<file path="config.mk">
export PLATFORM = sky130hd
export DESIGN_NAME = axis_rr_scheduler_flat
export DESIGN_NICKNAME = d
export VERILOG_FILES = /design/src/rtl/axis_rr_scheduler_pkg.sv /design/src/rtl/axis_rr_scheduler_if.sv /design/src/rtl/axis_rr_scheduler_rr_pick.sv /design/src/rtl/axis_rr_scheduler.sv /design/src/flat_wrapper.sv
export SDC_FILE = /design/constraint.sdc
export NUM_CORES = 1
export LEC_CHECK = 0
export BUFFER_PORTS_ARGS = -buffer_cell sky130_fd_sc_hd__buf_2
export CORE_MARGIN = 2
export CORE_UTILIZATION = 48
export CTS_BUF_LIST = sky130_fd_sc_hd__clkbuf_2
export CTS_CLUSTER_DIAMETER = 100
export DETAILED_ROUTE_END_ITERATION = 6
export PLACE_DENSITY = 0.91
export SKIP_LAST_GASP = 1
export SYNTH_ARGS = -nofsm -noshare
export SYNTH_HDL_FRONTEND = slang
export SYNTH_HIERARCHICAL = 1
export SYNTH_SLANG_ARGS = --single-unit
</file>
<file path="constraint.sdc">
create_clock -name aclk -period 2.15 [get_ports aclk]
set_clock_uncertainty 0.05 [all_clocks]
set_input_delay 0.215 -clock aclk [delete_from_list [all_inputs] [get_ports aclk]]
set_output_delay 0.215 -clock aclk [all_outputs]
set_load 0.01 [all_outputs]
</file>
<file path="src/rtl/axis_rr_scheduler_pkg.sv">
// Shared types and constants for the round-robin AXI-Stream scheduler.
package axis_sched_pkg;

   localparam int TID_WIDTH = 2;
   localparam int MAX_PORTS = 4;

   typedef enum logic {
      IDLE   = 1'b0,
      LOCKED = 1'b1
   } sched_state_e;

   // Round-robin successor of a port index, wrapping at num_ports.
   function automatic logic [TID_WIDTH-1:0] next_ptr(input logic [TID_WIDTH-1:0] idx,
                                                     input int num_ports);
      return (int'(idx) == num_ports - 1) ? '0 : idx + TID_WIDTH'(1);
   endfunction

endpackage

</file>
<file path="src/rtl/axis_rr_scheduler_if.sv">
// Bundle of requester-side and shared-datapath AXI-Stream signals.
// 'master' is the side that drives requesters and sinks the shared output; 'slave' is the scheduler.
interface axis_rr_scheduler_if #(
   parameter int NUM_PORTS         = 2,
   parameter int TDATA_WIDTH_BYTES = 4
);
   import axis_sched_pkg::*;

   logic [NUM_PORTS-1:0]                     s_axis_tvalid;
   logic [NUM_PORTS-1:0]                     s_axis_tready;
   logic [NUM_PORTS*TDATA_WIDTH_BYTES*8-1:0] s_axis_tdata;
   logic [NUM_PORTS-1:0]                     s_axis_tlast;
   logic                                     m_axis_tvalid;
   logic                                     m_axis_tready;
   logic [TDATA_WIDTH_BYTES*8-1:0]           m_axis_tdata;
   logic                                     m_axis_tlast;
   logic [TID_WIDTH-1:0]                     m_axis_tid;

   modport master (
      output s_axis_tvalid, s_axis_tdata, s_axis_tlast, m_axis_tready,
      input  s_axis_tready, m_axis_tvalid, m_axis_tdata, m_axis_tlast, m_axis_tid
   );

   modport slave (
      input  s_axis_tvalid, s_axis_tdata, s_axis_tlast, m_axis_tready,
      output s_axis_tready, m_axis_tvalid, m_axis_tdata, m_axis_tlast, m_axis_tid
   );

endinterface

</file>
<file path="src/rtl/axis_rr_scheduler_rr_pick.sv">
// Combinational round-robin picker: first requester at or after ptr_i, wrapping to port 0.
module rr_pick
   import axis_sched_pkg::*;
#(
   parameter int NUM_PORTS = 2
) (
   input  logic [NUM_PORTS-1:0] req_i,
   input  logic [TID_WIDTH-1:0] ptr_i,
   output logic [NUM_PORTS-1:0] gnt_oh_o,
   output logic [TID_WIDTH-1:0] idx_o
);

   logic [NUM_PORTS-1:0]                masked;
   logic [NUM_PORTS-1:0]                first_masked;
   logic [NUM_PORTS-1:0]                first_any;
   logic [NUM_PORTS-1:0]                gnt_oh;
   logic [NUM_PORTS:0][TID_WIDTH-1:0]   idx_acc;

   assign idx_acc[0] = '0;

   // Requests at or above the pointer win; otherwise fall back to the lowest request overall.
   genvar gi;
   generate
      for (gi = 0; gi < NUM_PORTS; gi++) begin : g_port
         assign masked[gi] = req_i[gi] && (TID_WIDTH'(gi) >= ptr_i);
         if (gi == 0) begin : g_lsb
            assign first_masked[gi] = masked[gi];
            assign first_any[gi]    = req_i[gi];
         end else begin : g_upper
            assign first_masked[gi] = masked[gi] & ~(|masked[gi-1:0]);
            assign first_any[gi]    = req_i[gi]  & ~(|req_i[gi-1:0]);
         end
         assign idx_acc[gi+1] = idx_acc[gi] | (gnt_oh[gi] ? TID_WIDTH'(gi) : '0);
      end
   endgenerate

   assign gnt_oh   = (|masked) ? first_masked : first_any;
   assign gnt_oh_o = gnt_oh;
   assign idx_o    = idx_acc[NUM_PORTS];

endmodule

</file>
<file path="src/rtl/axis_rr_scheduler.sv">
// Packet-level round-robin scheduler: locks one requester per packet onto a registered output stage.
module axis_rr_scheduler
   import axis_sched_pkg::*;
#(
   parameter int TDATA_WIDTH_BYTES = 4,
   parameter int NUM_PORTS         = 2
) (
   input  logic               aclk,
   input  logic               reset,
   axis_rr_scheduler_if.slave bus
);

   localparam int DW = TDATA_WIDTH_BYTES * 8;

   generate
      if (NUM_PORTS < 2 || NUM_PORTS > MAX_PORTS) begin : g_bad_ports
         $error("axis_rr_scheduler: NUM_PORTS out of range");
      end
   endgenerate

   sched_state_e         state_q, state_d;
   logic [TID_WIDTH-1:0] grant_q, grant_d;
   logic [TID_WIDTH-1:0] rr_ptr_q, rr_ptr_d;
   logic                 m_tvalid_q, m_tvalid_d;
   logic [DW-1:0]        m_tdata_q, m_tdata_d;
   logic                 m_tlast_q, m_tlast_d;
   logic [TID_WIDTH-1:0] m_tid_q, m_tid_d;

   logic [NUM_PORTS-1:0]         pick_oh;
   logic [TID_WIDTH-1:0]         pick_idx;
   logic [NUM_PORTS-1:0]         grant_oh;
   logic [NUM_PORTS-1:0]         sel_oh;
   logic [TID_WIDTH-1:0]         sel_idx;
   logic [NUM_PORTS-1:0]         tready;
   logic [NUM_PORTS:0][DW-1:0]   data_acc;
   logic                         load;
   logic                         active;
   logic                         accept;
   logic                         sel_last;

   rr_pick #(.NUM_PORTS(NUM_PORTS)) u_pick (
      .req_i    (bus.s_axis_tvalid),
      .ptr_i    (rr_ptr_q),
      .gnt_oh_o (pick_oh),
      .idx_o    (pick_idx)
   );

   assign data_acc[0] = '0;

   genvar gi;
   generate
      for (gi = 0; gi < NUM_PORTS; gi++) begin : g_port
         assign grant_oh[gi]   = (grant_q == TID_WIDTH'(gi));
         assign data_acc[gi+1] = data_acc[gi] | (sel_oh[gi] ? bus.s_axis_tdata[gi*DW +: DW] : '0);
      end
   endgenerate

   always_ff @(posedge aclk or posedge reset) begin
      if (reset) begin
         state_q    <= IDLE;
         grant_q    <= '0;
         rr_ptr_q   <= '0;
         m_tvalid_q <= 1'b0;
         m_tdata_q  <= '0;
         m_tlast_q  <= 1'b0;
         m_tid_q    <= '0;
      end else begin
         state_q    <= state_d;
         grant_q    <= grant_d;
         rr_ptr_q   <= rr_ptr_d;
         m_tvalid_q <= m_tvalid_d;
         m_tdata_q  <= m_tdata_d;
         m_tlast_q  <= m_tlast_d;
         m_tid_q    <= m_tid_d;
      end
   end

   always_comb begin
      state_d    = state_q;
      grant_d    = grant_q;
      rr_ptr_d   = rr_ptr_q;
      m_tvalid_d = m_tvalid_q;
      m_tdata_d  = m_tdata_q;
      m_tlast_d  = m_tlast_q;
      m_tid_d    = m_tid_q;

      load = !m_tvalid_q || bus.m_axis_tready;

      if (state_q == LOCKED) begin
         sel_oh  = grant_oh;
         sel_idx = grant_q;
         active  = 1'b1;
      end else begin
         sel_oh  = pick_oh;
         sel_idx = pick_idx;
         active  = |bus.s_axis_tvalid;
      end

      // Ready is gated by reset so an asserted reset silences every requester immediately.
      tready   = (active && load && !reset) ? sel_oh : '0;
      accept   = |(bus.s_axis_tvalid & tready);
      sel_last = |(bus.s_axis_tlast & sel_oh);

      if (load) begin
         m_tvalid_d = accept;
         if (accept) begin
            m_tdata_d = data_acc[NUM_PORTS];
            m_tlast_d = sel_last;
            m_tid_d   = sel_idx;
         end
      end

      // A tlast accepted straight out of IDLE never enters LOCKED.
      if (accept && sel_last) begin
         state_d  = IDLE;
         rr_ptr_d = next_ptr(sel_idx, NUM_PORTS);
      end else if (state_q == IDLE && active) begin
         state_d = LOCKED;
         grant_d = pick_idx;
      end
   end

   assign bus.s_axis_tready = tready;
   assign bus.m_axis_tvalid = m_tvalid_q;
   assign bus.m_axis_tdata  = m_tdata_q;
   assign bus.m_axis_tlast  = m_tlast_q;
   assign bus.m_axis_tid    = m_tid_q;

endmodule

</file>
<file path="src/flat_wrapper.sv">
// flat-port wrapper written by rule: the top's interface ports become plain ports
module axis_rr_scheduler_flat import axis_sched_pkg::*;
#(
   parameter int TDATA_WIDTH_BYTES = 4,
   parameter int NUM_PORTS         = 2
)
  (aclk, reset, bus_s_axis_tvalid, bus_s_axis_tdata, bus_s_axis_tlast, bus_m_axis_tready, bus_s_axis_tready, bus_m_axis_tvalid, bus_m_axis_tdata, bus_m_axis_tlast, bus_m_axis_tid);
  axis_rr_scheduler_if #(.NUM_PORTS(NUM_PORTS), .TDATA_WIDTH_BYTES(TDATA_WIDTH_BYTES)) bus_i ();
  input  logic aclk;
  input  logic reset;
  input wire logic [$bits(bus_i.s_axis_tvalid)-1:0] bus_s_axis_tvalid;
  input wire logic [$bits(bus_i.s_axis_tdata)-1:0] bus_s_axis_tdata;
  input wire logic [$bits(bus_i.s_axis_tlast)-1:0] bus_s_axis_tlast;
  input wire logic [$bits(bus_i.m_axis_tready)-1:0] bus_m_axis_tready;
  output wire logic [$bits(bus_i.s_axis_tready)-1:0] bus_s_axis_tready;
  output wire logic [$bits(bus_i.m_axis_tvalid)-1:0] bus_m_axis_tvalid;
  output wire logic [$bits(bus_i.m_axis_tdata)-1:0] bus_m_axis_tdata;
  output wire logic [$bits(bus_i.m_axis_tlast)-1:0] bus_m_axis_tlast;
  output wire logic [$bits(bus_i.m_axis_tid)-1:0] bus_m_axis_tid;
  assign bus_i.s_axis_tvalid = bus_s_axis_tvalid;
  assign bus_i.s_axis_tdata = bus_s_axis_tdata;
  assign bus_i.s_axis_tlast = bus_s_axis_tlast;
  assign bus_i.m_axis_tready = bus_m_axis_tready;
  assign bus_s_axis_tready = bus_i.s_axis_tready;
  assign bus_m_axis_tvalid = bus_i.m_axis_tvalid;
  assign bus_m_axis_tdata = bus_i.m_axis_tdata;
  assign bus_m_axis_tlast = bus_i.m_axis_tlast;
  assign bus_m_axis_tid = bus_i.m_axis_tid;
  axis_rr_scheduler #(.TDATA_WIDTH_BYTES(TDATA_WIDTH_BYTES), .NUM_PORTS(NUM_PORTS)) u_core (.aclk(aclk), .reset(reset), .bus(bus_i));
endmodule
</file>
==> impl_metrics.py <==
metrics = {
    "critical_path": {
        "cp-end-kind": "output port",
        "cp.required_ns": 1.88,
        "r2r_slack_ns": 0.13,
        "rr_worst_depth": 7,
        "critPathMaxFanout": 5,
        "startpoint_type": "flop",
        "worstSetupPathType": "reg -> out",
        "regToRegStartpoint": "u_core/rr_ptr_q[1]$_DFFE_PP0P_",
        "rr_endpoint": "u_core/bus.m_axis_tdata[10]$_DFFE_PP0P_",
        "worstPathArrival_ns": 1.86,
    },
    "layout": {
        "antenna_cells": 0,
        "drive_gt1_frac": 0.625,
        "fin_util": 0.658,
        "nNetsFinal": 347,
        "fin_area_sq_mm": 0.00288,
        "final_cells": 327,
        "area_growth_pct": 30.5,
    },
    "clocking": {
        "cts_max_level": 2,
        "clockBufferDepth": 2,
        "worstSkewPairLatency_ns": 0.40,
        "numCtsBuffers": 5,
        "cts_tree": "yes",
        "clkSinkCount": 41,
        "cts_root_buf": "clkbuf_2",
        "clk_pin_slew_ns": 0.18,
    },
    "synthesis": {
        "synth.avg_cell_area_sq_um": 13.6,
        "synth_compound_area_frac": 0.179,
        "syn-instance-count": 162,
        "syn_area_sq_mm": 0.00221,
        "synth_area_leaders": "dfrtp_1 46%, mux2_4 20%, a22o_1 13%",
        "synthTopCellsByCount": "41 x dfrtp_1, 32 x a22o_1, 29 x mux2_4, 8 x mux2_2",
        "synth-seq-area-share": 0.465,
        "synth-simple-area-share": 0.0487,
        "synth_edf_count": 0,
        "synthAdderAreaFrac": 0,
        "synth_top_area_cell": "dfrtp_1",
        "ys_warn_count": 6,
        "synth.mux.area_fraction": 0.256,
        "synth_xor_area_frac": 0,
        "yosysMostFrequentCell": "dfrtp_1",
        "synth-seq-cells": 41,
        "async_reset_ff_frac": 1.00,
        "synth_top_area_frac": 0.465,
        "synth_nets": 233,
        "synth_ff_type": "dfrtp_1",
        "synth_top_family_by_area": "multiplexers",
        "synth_cell_types": 31,
    },
    "placement": {
        "io_buffer_count": 108,
        "place_ws_ns": 0.113,
        "place_area_sq_mm": 0.00278,
        "dp_hpwl_mm": 3.69,
        "gp_congestion": 0.871,
        "placed_cells": 316,
    },
    "global_routing": {
        "track_usage": 0.207,
        "grt_pass1_vias": 1725,
        "antenna_found_initial": 0,
        "grt_first_pass_wirelength_mm": 8.14,
        "gr-total-overflow": 0,
        "grt_max_degree": 42,
    },
    "drt": {
        "drc_errors": 0,
        "post_drt_wl_per_cell_microns": 15.8,
        "num_vias": 1792,
        "wl_mm": 5.17,
        "vias_per_cell": 5.48,
        "first_pass_iters": 4,
        "drtIter0Drc": 81,
        "final_antenna_net_count": 0,
    },
    "hold_path": {
        "worstHoldPathCells": 3,
        "hp-class": "in -> reg",
        "worstHoldStart": "bus_m_axis_tready",
        "holdPathEnd": "u_core/bus.m_axis_tvalid$_DFFE_PP0N_",
    },
    "timing": {
        "maxSlewHeadroom": 0.659,
        "drv_slew": 0,
        "max_freq_mhz": 470,
        "hold_viol": 0,
        "tightest_slew_ns": 0.512,
        "fin_ws_ns": 0.0211,
        "finalCritPeriodShare": 0.990,
        "grt_setup_unrepaired": "true",
        "finalSetupViolCount": 0,
        "fin_crit_ns": 2.13,
        "setup_tns_ns": 0,
    },
    "power_and_ir_drop": {
        "p_clk_frac": 0.081,
        "pwr_density_cell_mw_per_mm2": 1300,
        "swShare": 0.375,
        "power.internal_w": 0.00234,
        "pwr-share-seq": 0.346,
        "p_comb_frac": 0.573,
        "peakVddDrop_mv": 0.561,
        "p_switching_w": 0.00141,
        "power_leakage_nw": 1.62,
    },
    "die": {
        "rows": 24,
        "core_sq_mm": 0.00438,
        "die_y_microns": 71.8,
        "ios": 109,
        "start_util": 0.504,
        "die_w_microns": 71.8,
        "die_area_sq_mm": 0.00516,
    },
    "job": {
        "maxCapViolCount": 0,
    },
    "run_status": {
        "outcome": "complete, no violations",
    },
}
-- layer usage --
layer | track usage | wire (microns) | vias to the layer above
met4 | 0.0797 | 84 | 0
met2 | 0.361 | 2650 | 76
li1 | - | - | 834
met3 | 0.0366 | 330 | 10
met1 | 0.255 | 2110 | 872
met5 | 0 | 0 | -
-- area by class of cell --
cell class                 count  area (sq um)
tap                           52          65.1
timing repair buffer         119           646
clock buffer                   5          25.0
clock inverter                 1          5.00
inverter                       4          15.0
multi-input combinational    105          1100
sequential                    41          1030
fill                         373          1500
-- worst max-delay path, stage by stage, from the launching register on --
cell and delay, ns:
dfrtp_1 0.41, nand2b_4 0.15, a21oi_4 0.16, buf_4 0.16
inv_1 0.05, o22ai_2 0.16, buf_6 0.12, and2_1 0.12
buf_2 0.13
-- power by group through the flow --
| stage | sequential [W] | combinational (W) | clock [W] |
|---|---|---|---|
| after floorplan | 0.00141 | 0.00138 | 0 |
| after global placement | 0.00130 | 0.00198 | 0 |
| after detailed placement | 0.00131 | 0.00205 | 0 |
| after CTS | 0.00130 | 0.00211 | 0.000312 |
| after global routing | 0.00135 | 0.00231 | 0.000351 |
| final | 0.00130 | 0.00215 | 0.000303 |
-- cell families (layout without fill, tap and decap cells) --
family	after synthesis	after routing
mux	41	42
buf+inv	17	129
other cells	1	1
flops	41	41
compound gates	47	47
simple gates	15	15
-- what timing repair did --
action / 4_1_cts / 5_1_grt
gates resized for setup: 1 / 5
cloned: 1 / 0
hold buffers: 1 / 0
endpoints found under the setup margin: 2 / 19
buffers inserted: 1 / 2
hold endpoints to repair: 41 / 0
-- cell usage in the layout, fill, tap and decap left out, drive strengths merged, types with 2 or more instances in the layout --
cell type,count
buf,118
inv,3
nor2,3
nand2b,3
clkinv,2
nor3,3
a21oi,3
mux2i,4
clkbuf,5
o22ai,3
a22o,32
nand2,2
a22oi,2
dfrtp,41
a31oi,3
mux2,38
and2,2
-- sequential cells by signal, indices dropped and copies added (netlist names) --
register / flops
u_core/bus.m_axis_tlast: 1
u_core/state_q: 1
u_core/grant_q: 2
u_core/rr_ptr_q: 2
u_core/bus.m_axis_tvalid: 1
u_core/bus.m_axis_tdata: 32
u_core/bus.m_axis_tid: 2
-- stage by stage --
step,hold slack (ns),total power (W)
2_1_floorplan,0.359,0.00278
3_3_place_gp,0.330,0.00329
3_5_place_dp,0.350,0.00337
4_1_cts,0.0451,0.00372
5_1_grt,0.0507,0.00401
6_report,0.0584,0.00375
-- how the worst max path moves through the flow --
| stage | depth (start not counted) | slack (ns) | to | start |
|---|---|---|---|---|
| after floorplan | 7 | 0.21 | u_core/bus.m_axis_tdata[0]$_DFFE_PP0P_ | u_core/rr_ptr_q[1]$_DFFE_PP0P_ |
| after global routing | 8 | -0.11 | bus_s_axis_tready[1] | u_core/rr_ptr_q[1]$_DFFE_PP0P_ |
| after CTS | 8 | -0.05 | bus_s_axis_tready[1] | u_core/rr_ptr_q[1]$_DFFE_PP0P_ |
| after detailed placement | 7 | 0.11 | u_core/bus.m_axis_tdata[10]$_DFFE_PP0P_ | u_core/rr_ptr_q[1]$_DFFE_PP0P_ |
| final | 8 | 0.02 | bus_s_axis_tready[1] | u_core/rr_ptr_q[1]$_DFFE_PP0P_ |
| after global placement | 7 | 0.17 | u_core/bus.m_axis_tdata[10]$_DFFE_PP0P_ | u_core/rr_ptr_q[1]$_DFFE_PP0P_ |
No activity file was read; power rests on OpenSTA's default activity.
